`src/rtl/fuzzy_seq_ctrl_if.sv`:
```
// Coprocessor core handshake: init/start levels out, done pulse and G result in.
// master = sequencer side, slave = coprocessor core side.
interface fuzzy_seq_ctrl_if;
   logic       cop_start;
   logic       cop_init;
   logic       cop_valid;
   logic [7:0] cop_g;

   modport master (
      output cop_start,
      output cop_init,
      input  cop_valid,
      input  cop_g
   );

   modport slave (
      input  cop_start,
      input  cop_init,
      output cop_valid,
      output cop_g
   );
endinterface

```
`src/rtl/fuzzy_seq_ctrl.sv`:
```
// Periodic sequencer for the fuzzy-logic coprocessor: paces init/start pulses,
// supervises completion with a timeout and queues results in a small FIFO.
// Ports: clk, rst_n (async low); enable/reinit/period control; cop (master
// modport: cop_start, cop_init, cop_valid, cop_g); res_data/res_seq/res_avail/
// res_pop/fifo_cnt result FIFO; busy; sticky ovf_err/tmo_err cleared by clr_err.
// Build option: define FUZZY_SEQ_TAG_EN to store and expose the 8-bit seq tag.
module fuzzy_seq_ctrl #(
   parameter int PERIOD_W   = 16,
   parameter int TMO_CYC    = 15,
   parameter int FIFO_DEPTH = 4
) (
   input  logic                          clk,
   input  logic                          rst_n,
   input  logic                          enable,
   input  logic                          reinit,
   input  logic [PERIOD_W-1:0]           period,
   fuzzy_seq_ctrl_if.master              cop,
   output logic [7:0]                    res_data,
   output logic [7:0]                    res_seq,
   output logic                          res_avail,
   input  logic                          res_pop,
   output logic [$clog2(FIFO_DEPTH):0]   fifo_cnt,
   output logic                          busy,
   output logic                          ovf_err,
   output logic                          tmo_err,
   input  logic                          clr_err
);

   localparam int PTR_W = $clog2(FIFO_DEPTH);
   localparam int CNT_W = PTR_W + 1;
   localparam int TMO_W = $clog2(TMO_CYC);
`ifdef FUZZY_SEQ_TAG_EN
   localparam int EW = 16;
`else
   localparam int EW = 8;
`endif

   typedef enum logic [2:0] {
      S_IDLE,
      S_INIT,
      S_ARM,
      S_WAIT,
      S_GAP
   } state_t;

   state_t              state, state_n;
   logic                pend_init;
   logic [PERIOD_W-1:0] pcnt;
   logic [PERIOD_W-1:0] p_load;
   logic [TMO_W-1:0]    tmo_cnt;
   logic                tmo_hit;
   logic                gap_done;

   logic [EW-1:0]       mem [FIFO_DEPTH];
   logic [PTR_W-1:0]    wr_ptr, rd_ptr;
   logic [CNT_W-1:0]    cnt;
   logic [EW-1:0]       wdata;
   logic [EW-1:0]       head;
   logic                full, empty;
   logic                push_req, do_push, do_pop, drop;

   // Periods below 2 are stretched to 2.
   assign p_load = (period < PERIOD_W'(2)) ? PERIOD_W'(1)
                                           : period - PERIOD_W'(1);

   // Counter reaches zero this cycle, so the next state can be the start.
   assign gap_done = (pcnt <= PERIOD_W'(1));

   // tmo_cnt is cleared in ARM, so in WAIT it holds (cycles since rise - 1).
   assign tmo_hit = (state == S_WAIT) && !cop.cop_valid &&
                    (tmo_cnt == TMO_W'(TMO_CYC - 1));

   always_comb begin
      state_n = state;
      unique case (state)
         S_IDLE: begin
            if (enable)
               state_n = pend_init ? S_INIT : S_ARM;
         end
         S_INIT: state_n = S_ARM;
         S_ARM:  state_n = S_WAIT;
         S_WAIT: begin
            if (cop.cop_valid || tmo_hit)
               state_n = S_GAP;
         end
         S_GAP: begin
            if (gap_done) begin
               if (!enable)
                  state_n = S_IDLE;
               else if (pend_init)
                  state_n = S_INIT;
               else
                  state_n = S_ARM;
            end
         end
         default: state_n = S_IDLE;
      endcase
   end

   always_ff @(posedge clk or negedge rst_n) begin
      if (!rst_n)
         state <= S_IDLE;
      else
         state <= state_n;
   end

   // A reinit landing in the INIT cycle itself is kept for the next round.
   always_ff @(posedge clk or negedge rst_n) begin
      if (!rst_n)
         pend_init <= 1'b1;
      else
         pend_init <= reinit | (pend_init & (state != S_INIT));
   end

   always_ff @(posedge clk or negedge rst_n) begin
      if (!rst_n) begin
         pcnt    <= '0;
         tmo_cnt <= '0;
      end else begin
         if (state == S_ARM)
            pcnt <= p_load;
         else if ((state == S_WAIT || state == S_GAP) && pcnt != '0)
            pcnt <= pcnt - PERIOD_W'(1);
         if (state == S_ARM)
            tmo_cnt <= '0;
         else if (state == S_WAIT)
            tmo_cnt <= tmo_cnt + TMO_W'(1);
      end
   end

`ifdef FUZZY_SEQ_TAG_EN
   logic [7:0] seq;

   always_ff @(posedge clk or negedge rst_n) begin
      if (!rst_n)
         seq <= '0;
      else if (state == S_ARM)
         seq <= seq + 8'd1;
   end

   assign wdata   = {seq, cop.cop_g};
   assign res_seq = res_avail ? head[15:8] : 8'd0;
`else
   assign wdata   = cop.cop_g;
   assign res_seq = 8'd0;
`endif

   assign full     = (cnt == CNT_W'(FIFO_DEPTH));
   assign empty    = (cnt == '0);
   assign push_req = (state == S_WAIT) && cop.cop_valid;
   assign do_pop   = res_pop && !empty;
   // A same-cycle pop frees the slot, so a full FIFO still accepts the push.
   assign do_push  = push_req && (!full || do_pop);
   assign drop     = push_req && full && !do_pop;

   always_ff @(posedge clk) begin
      if (do_push)
         mem[wr_ptr] <= wdata;
   end

   always_ff @(posedge clk or negedge rst_n) begin
      if (!rst_n) begin
         wr_ptr <= '0;
         rd_ptr <= '0;
         cnt    <= '0;
      end else begin
         if (do_push)
            wr_ptr <= wr_ptr + PTR_W'(1);
         if (do_pop)
            rd_ptr <= rd_ptr + PTR_W'(1);
         unique case ({do_push, do_pop})
            2'b10:   cnt <= cnt + CNT_W'(1);
            2'b01:   cnt <= cnt - CNT_W'(1);
            default: cnt <= cnt;
         endcase
      end
   end

   always_ff @(posedge clk or negedge rst_n) begin
      if (!rst_n) begin
         ovf_err <= 1'b0;
         tmo_err <= 1'b0;
      end else if (clr_err) begin
         ovf_err <= 1'b0;
         tmo_err <= 1'b0;
      end else begin
         ovf_err <= ovf_err | drop;
         tmo_err <= tmo_err | tmo_hit;
      end
   end

   assign head          = mem[rd_ptr];
   assign res_avail     = !empty;
   assign res_data      = res_avail ? head[7:0] : 8'd0;
   assign fifo_cnt      = cnt;
   assign busy          = (state == S_ARM) || (state == S_WAIT);
   assign cop.cop_start = (state == S_ARM);
   assign cop.cop_init  = (state == S_INIT);

endmodule

```
`src/flat_wrapper.sv`:
```
// flat-port wrapper written by rule: the top's interface ports become plain ports
module fuzzy_seq_ctrl_flat 
#(
   parameter int PERIOD_W   = 16,
   parameter int TMO_CYC    = 15,
   parameter int FIFO_DEPTH = 4
)
  (clk, rst_n, enable, reinit, period, res_data, res_seq, res_avail, res_pop, fifo_cnt, busy, ovf_err, tmo_err, clr_err, cop_cop_start, cop_cop_init, cop_cop_valid, cop_cop_g);
  fuzzy_seq_ctrl_if cop_i ();
  input  logic clk;
  input  logic rst_n;
  input  logic enable;
  input  logic reinit;
  input  logic [PERIOD_W-1:0] period;
  output logic [7:0] res_data;
  output logic [7:0] res_seq;
  output logic res_avail;
  input  logic res_pop;
  output logic [$clog2(FIFO_DEPTH):0] fifo_cnt;
  output logic busy;
  output logic ovf_err;
  output logic tmo_err;
  input  logic clr_err;
  output wire logic [$bits(cop_i.cop_start)-1:0] cop_cop_start;
  output wire logic [$bits(cop_i.cop_init)-1:0] cop_cop_init;
  input wire logic [$bits(cop_i.cop_valid)-1:0] cop_cop_valid;
  input wire logic [$bits(cop_i.cop_g)-1:0] cop_cop_g;
  assign cop_cop_start = cop_i.cop_start;
  assign cop_cop_init = cop_i.cop_init;
  assign cop_i.cop_valid = cop_cop_valid;
  assign cop_i.cop_g = cop_cop_g;
  fuzzy_seq_ctrl #(.PERIOD_W(PERIOD_W), .TMO_CYC(TMO_CYC), .FIFO_DEPTH(FIFO_DEPTH)) u_core (.clk(clk), .rst_n(rst_n), .enable(enable), .reinit(reinit), .period(period), .cop(cop_i), .res_data(res_data), .res_seq(res_seq), .res_avail(res_avail), .res_pop(res_pop), .fifo_cnt(fifo_cnt), .busy(busy), .ovf_err(ovf_err), .tmo_err(tmo_err), .clr_err(clr_err));
endmodule
```
`config.mk`:
```
export PLATFORM = sky130hd
export DESIGN_NAME = fuzzy_seq_ctrl_flat
export DESIGN_NICKNAME = d
export VERILOG_FILES = /design/src/rtl/fuzzy_seq_ctrl_if.sv /design/src/rtl/fuzzy_seq_ctrl.sv /design/src/flat_wrapper.sv
export SDC_FILE = /design/constraint.sdc
export NUM_CORES = 1
export LEC_CHECK = 0
export ABC_AREA = 1
export BUFFER_PORTS_ARGS = -buffer_cell sky130_fd_sc_hd__buf_2
export CAP_MARGIN = 25
export CORE_MARGIN = 1
export CORE_UTILIZATION = 40
export CTS_CLUSTER_SIZE = 20
export DETAILED_ROUTE_END_ITERATION = 8
export RECOVER_POWER = 25
export SLEW_MARGIN = 20
export SYNTH_ARGS = -nofsm -noshare
export SYNTH_HDL_FRONTEND = slang
export SYNTH_SLANG_ARGS = --single-unit
```
`constraint.sdc`:
```
create_clock -name clk -period 1.8 [get_ports clk]
set_input_delay 0.36 -clock clk [delete_from_list [all_inputs] [get_ports clk]]
set_output_delay 0.36 -clock clk [all_outputs]
set_load 0.01 [all_outputs]
```
==> run metrics <==
Pre-antenna DRT Iters=4; Crit path arrival time=1420 ps; status=finished, final reports clean; unrepaired setup endpoints after global routing=true; Hold Path Sink=u_core.ovf_err; CTS tree=built; first-pass GRT wire length=14.4 mm; WL/cell=12.2 um; Worst Skew=11.8 ps; Total Power=0.00424 W; CTS Buffer Depth=2; Inst Count DP=690; nets=618; MaxCap Viol Count=0; IO buf count=47; portion of total power attributed to sequential cells=39.9%; Sequential Area=0.00179 mm2; Unique masters post-synth=37; GPL Wtd Cong=0.889; Min-Delay Path Depth=2; row count=35; fillcell total=920; initial antenna violation count=0; setup TNS=0 ps; share of layout cells above drive strength 1=20.8%; Max stage delay on crit path=430 ps; Residual DRC=0; DRT antenna net count=0; Die Footprint=0.0101 mm2; core area=0.00933 mm2; Layout Cells excl Fill=710; Worst Path Required=1440 ps; I/O Pins=56; dpl cell area=0.00433 mm2; sequential area share after synthesis=45.8%; Die Width=101 um; WS Path Type=reg2out; H-tree lvl count=3; largest net degree at the start of global routing=34; RR Endpoint=u_core.fifo_cnt[1]; reg-to-reg startpoint=u_core.state[1]; Final Cell Area=0.00467 mm2; fin crit share=99.1%; slew of the pin with the lowest slew margin=870 ps; Die Height=101 um; vias per cell=4.78; drt total wl=8.68 mm; starting density of the core=41.8%; combinational group share of total power=30.0%; min-delay src=clr_err; Min-Delay Path Class=in2reg; Synth Warn #=0; normalized max-slew margin=42.0%; Final Hold Viols=0; Leakage=2.10 nW; DRT iter0 DRCs=118; n_diodes=0; Sw Ratio=33.9%; Clock Latency Late Sink=340 ps; internal power=0.00280 W; Root Buffer=clkbuf_8; remaining global-route overflow=0; vias in the first global route=3111; total track usage=18.2%; Area growth syn-to-layout=19.8%; vias after detailed routing=3391; R2R Setup Slk=110 ps; clock share of power=30.1%; Layout Utilization=50.1%; hold buffers post-CTS=0; worst vdd ir=0.500 mV; area of the multi-input gates=0.00188 mm2; FF-to-FF path depth=8; Syn Area/Cell=7.66 um2; Setup crit start kind=register; Power Dens Cells=908 mW/mm2; CTS buffer count=9; slowest cell on the critical path=dfrtp_2; final setup fails=0; Psw=0.00144 W; hpwl dp=6.49 mm; min Tclk post-route=1780 ps; crit path cell chain=buf_6, nor2_4, nor2_2, o21ai_1, a21oi_1, buf_2; FF+latch count, synth=65; crit path capture type=output pin; Synth Instances=509; Mapped Area=0.00390 mm2; fmax=0.561 GHz; Clock Sinks=65; max-slew violations=0; Clock Pin Slew Worst Setup and Hold Paths=80 ps; Max FO, Critical Path=8
cells in the mapped netlist, drive strengths merged:
cell type	n	share of area [%]
conb	1	0.096
fa	1	0.51
nand2	131	13
nand4	6	0.96
ha	10	3.2
o21bai	2	0.38
inv	59	5.7
nor3	2	0.26
dfstp	1	0.67
nor2	106	11
xor2	10	2.2
o22ai	1	0.16
a21oi	16	2.1
o21ai	30	3.8
buf	15	2.6
edfxtp	32	25
xnor2	1	0.22
o211ai	3	0.58
nor4	1	0.16
nand3b	1	0.19
nand3	44	6.3
dfrtp	32	21
clkinv	1	0.096
clkbuf	3	0.29
worst max-delay path by stage:
stage                                  start            endpoint  slack [ps]  cells past startpoint
final                       u_core.rd_ptr[0]         res_data[2]          20                      6
after global placement       u_core.state[2]    u_core.mem[1][3]          70                      7
after CTS                   u_core.rd_ptr[0]         res_data[0]         -20                      6
after global routing        u_core.rd_ptr[0]         res_data[0]         -90                      6
after floorplan           u_core.fifo_cnt[1]  u_core.fifo_cnt[2]         120                     11
after detailed placement     u_core.state[2]     u_core.pcnt[14]          50                      9
layout by cell type, fill, tap and decap left out, drive strengths merged:
cell	netlist	routed
dfrtp	32	32
nor3	2	2
clkinv	1	1
ha	10	10
inv	59	63
clkinvlp	0	2
nand2	131	131
nor2	106	106
o22ai	1	1
clkbuf	3	18
dfstp	1	1
o21bai	2	2
buf	15	58
o21ai	30	30
nand4	6	6
xor2	10	10
o211ai	3	3
nor4	1	1
fa	1	1
edfxtp	32	32
nand3b	1	1
nand3	44	44
bufinv	0	1
a21oi	16	16
xnor2	1	1
conb	1	8
power by group through the flow:
stage	logic (W)	registers, W	clock network, W
finish	0.00127	0.00169	0.00128
global route	0.00143	0.00170	0.00139
CTS	0.00119	0.00169	0.00133
detailed placement	0.00111	0.00174	0
global placement	0.00108	0.00173	0
floorplan	0.000718	0.00171	0
kinds of logic after synthesis:
| kind of cell | count (synthesis) | synth area share, % |
|---|---|---|
| flops | 65 | 45.8 |
| simple gates | 291 | 32.1 |
| buf+inv | 78 | 8.69 |
| xor+xnor | 11 | 2.47 |
| compound gates | 52 | 7.12 |
| fa+ha+maj | 11 | 3.72 |
| other cells | 1 | 0.0962 |
metrics by stage:
| step | hold slack (ps) | setup slack [ps] |
|---|---|---|
| 3_5_place_dp | 427 | 51.6 |
| 4_1_cts | 52.6 | -16.8 |
| 2_1_floorplan | 64.4 | 119 |
| 5_1_grt | 178 | -85.6 |
| 6_report | 194 | 16.6 |
| 3_3_place_gp | 423 | 74.7 |
layer usage:
layer  global-route usage [%]  share of wire (%)  wire length (um)  vias up
li1                         -                  -                 -     1761
met1                     25.5                 49              4270     1558
met2                     28.7                 46              3990       68
met3                     4.30                4.5               387        4
met4                     4.12               0.39                34        0
met5                        0                  0                 0        -
flip-flops by register name (all words and copies together) (netlist names):
signal            flops
u_core.state          3
u_core.fifo_cnt       3
u_core.wr_ptr         2
u_core.tmo_cnt        4
u_core.mem           32
u_core.pcnt          16
u_core.pend_init      1
u_core.ovf_err        1
u_core.tmo_err        1
u_core.rd_ptr         2
critical path: cells and delay by family (launching register included):
family                 cells  cell delay (ps)
flip-flops                 1              430
buffers and inverters      2              300
AO/OA/AOI/OAI              2              210
AND/OR/NAND/NOR            2              140
what timing repair did:
action                                  CTS  global route
endpoints found under the hold margin     0             0
endpoints found under the setup margin    8            57
buffers inserted                          1             3
gates resized for setup                   9            41
pin swaps                                 3            16
area by class of cell:
cell class              count  area share (%)
multi-input cells         373            40.3
flip-flops and latches     65            38.4
repair buffers             67            8.46
inverters                  60            4.98
well taps                 129            3.45
clock buffers               9            2.65
clock inverters             7            1.77
No activity file was read; power rests on OpenSTA's default activity.
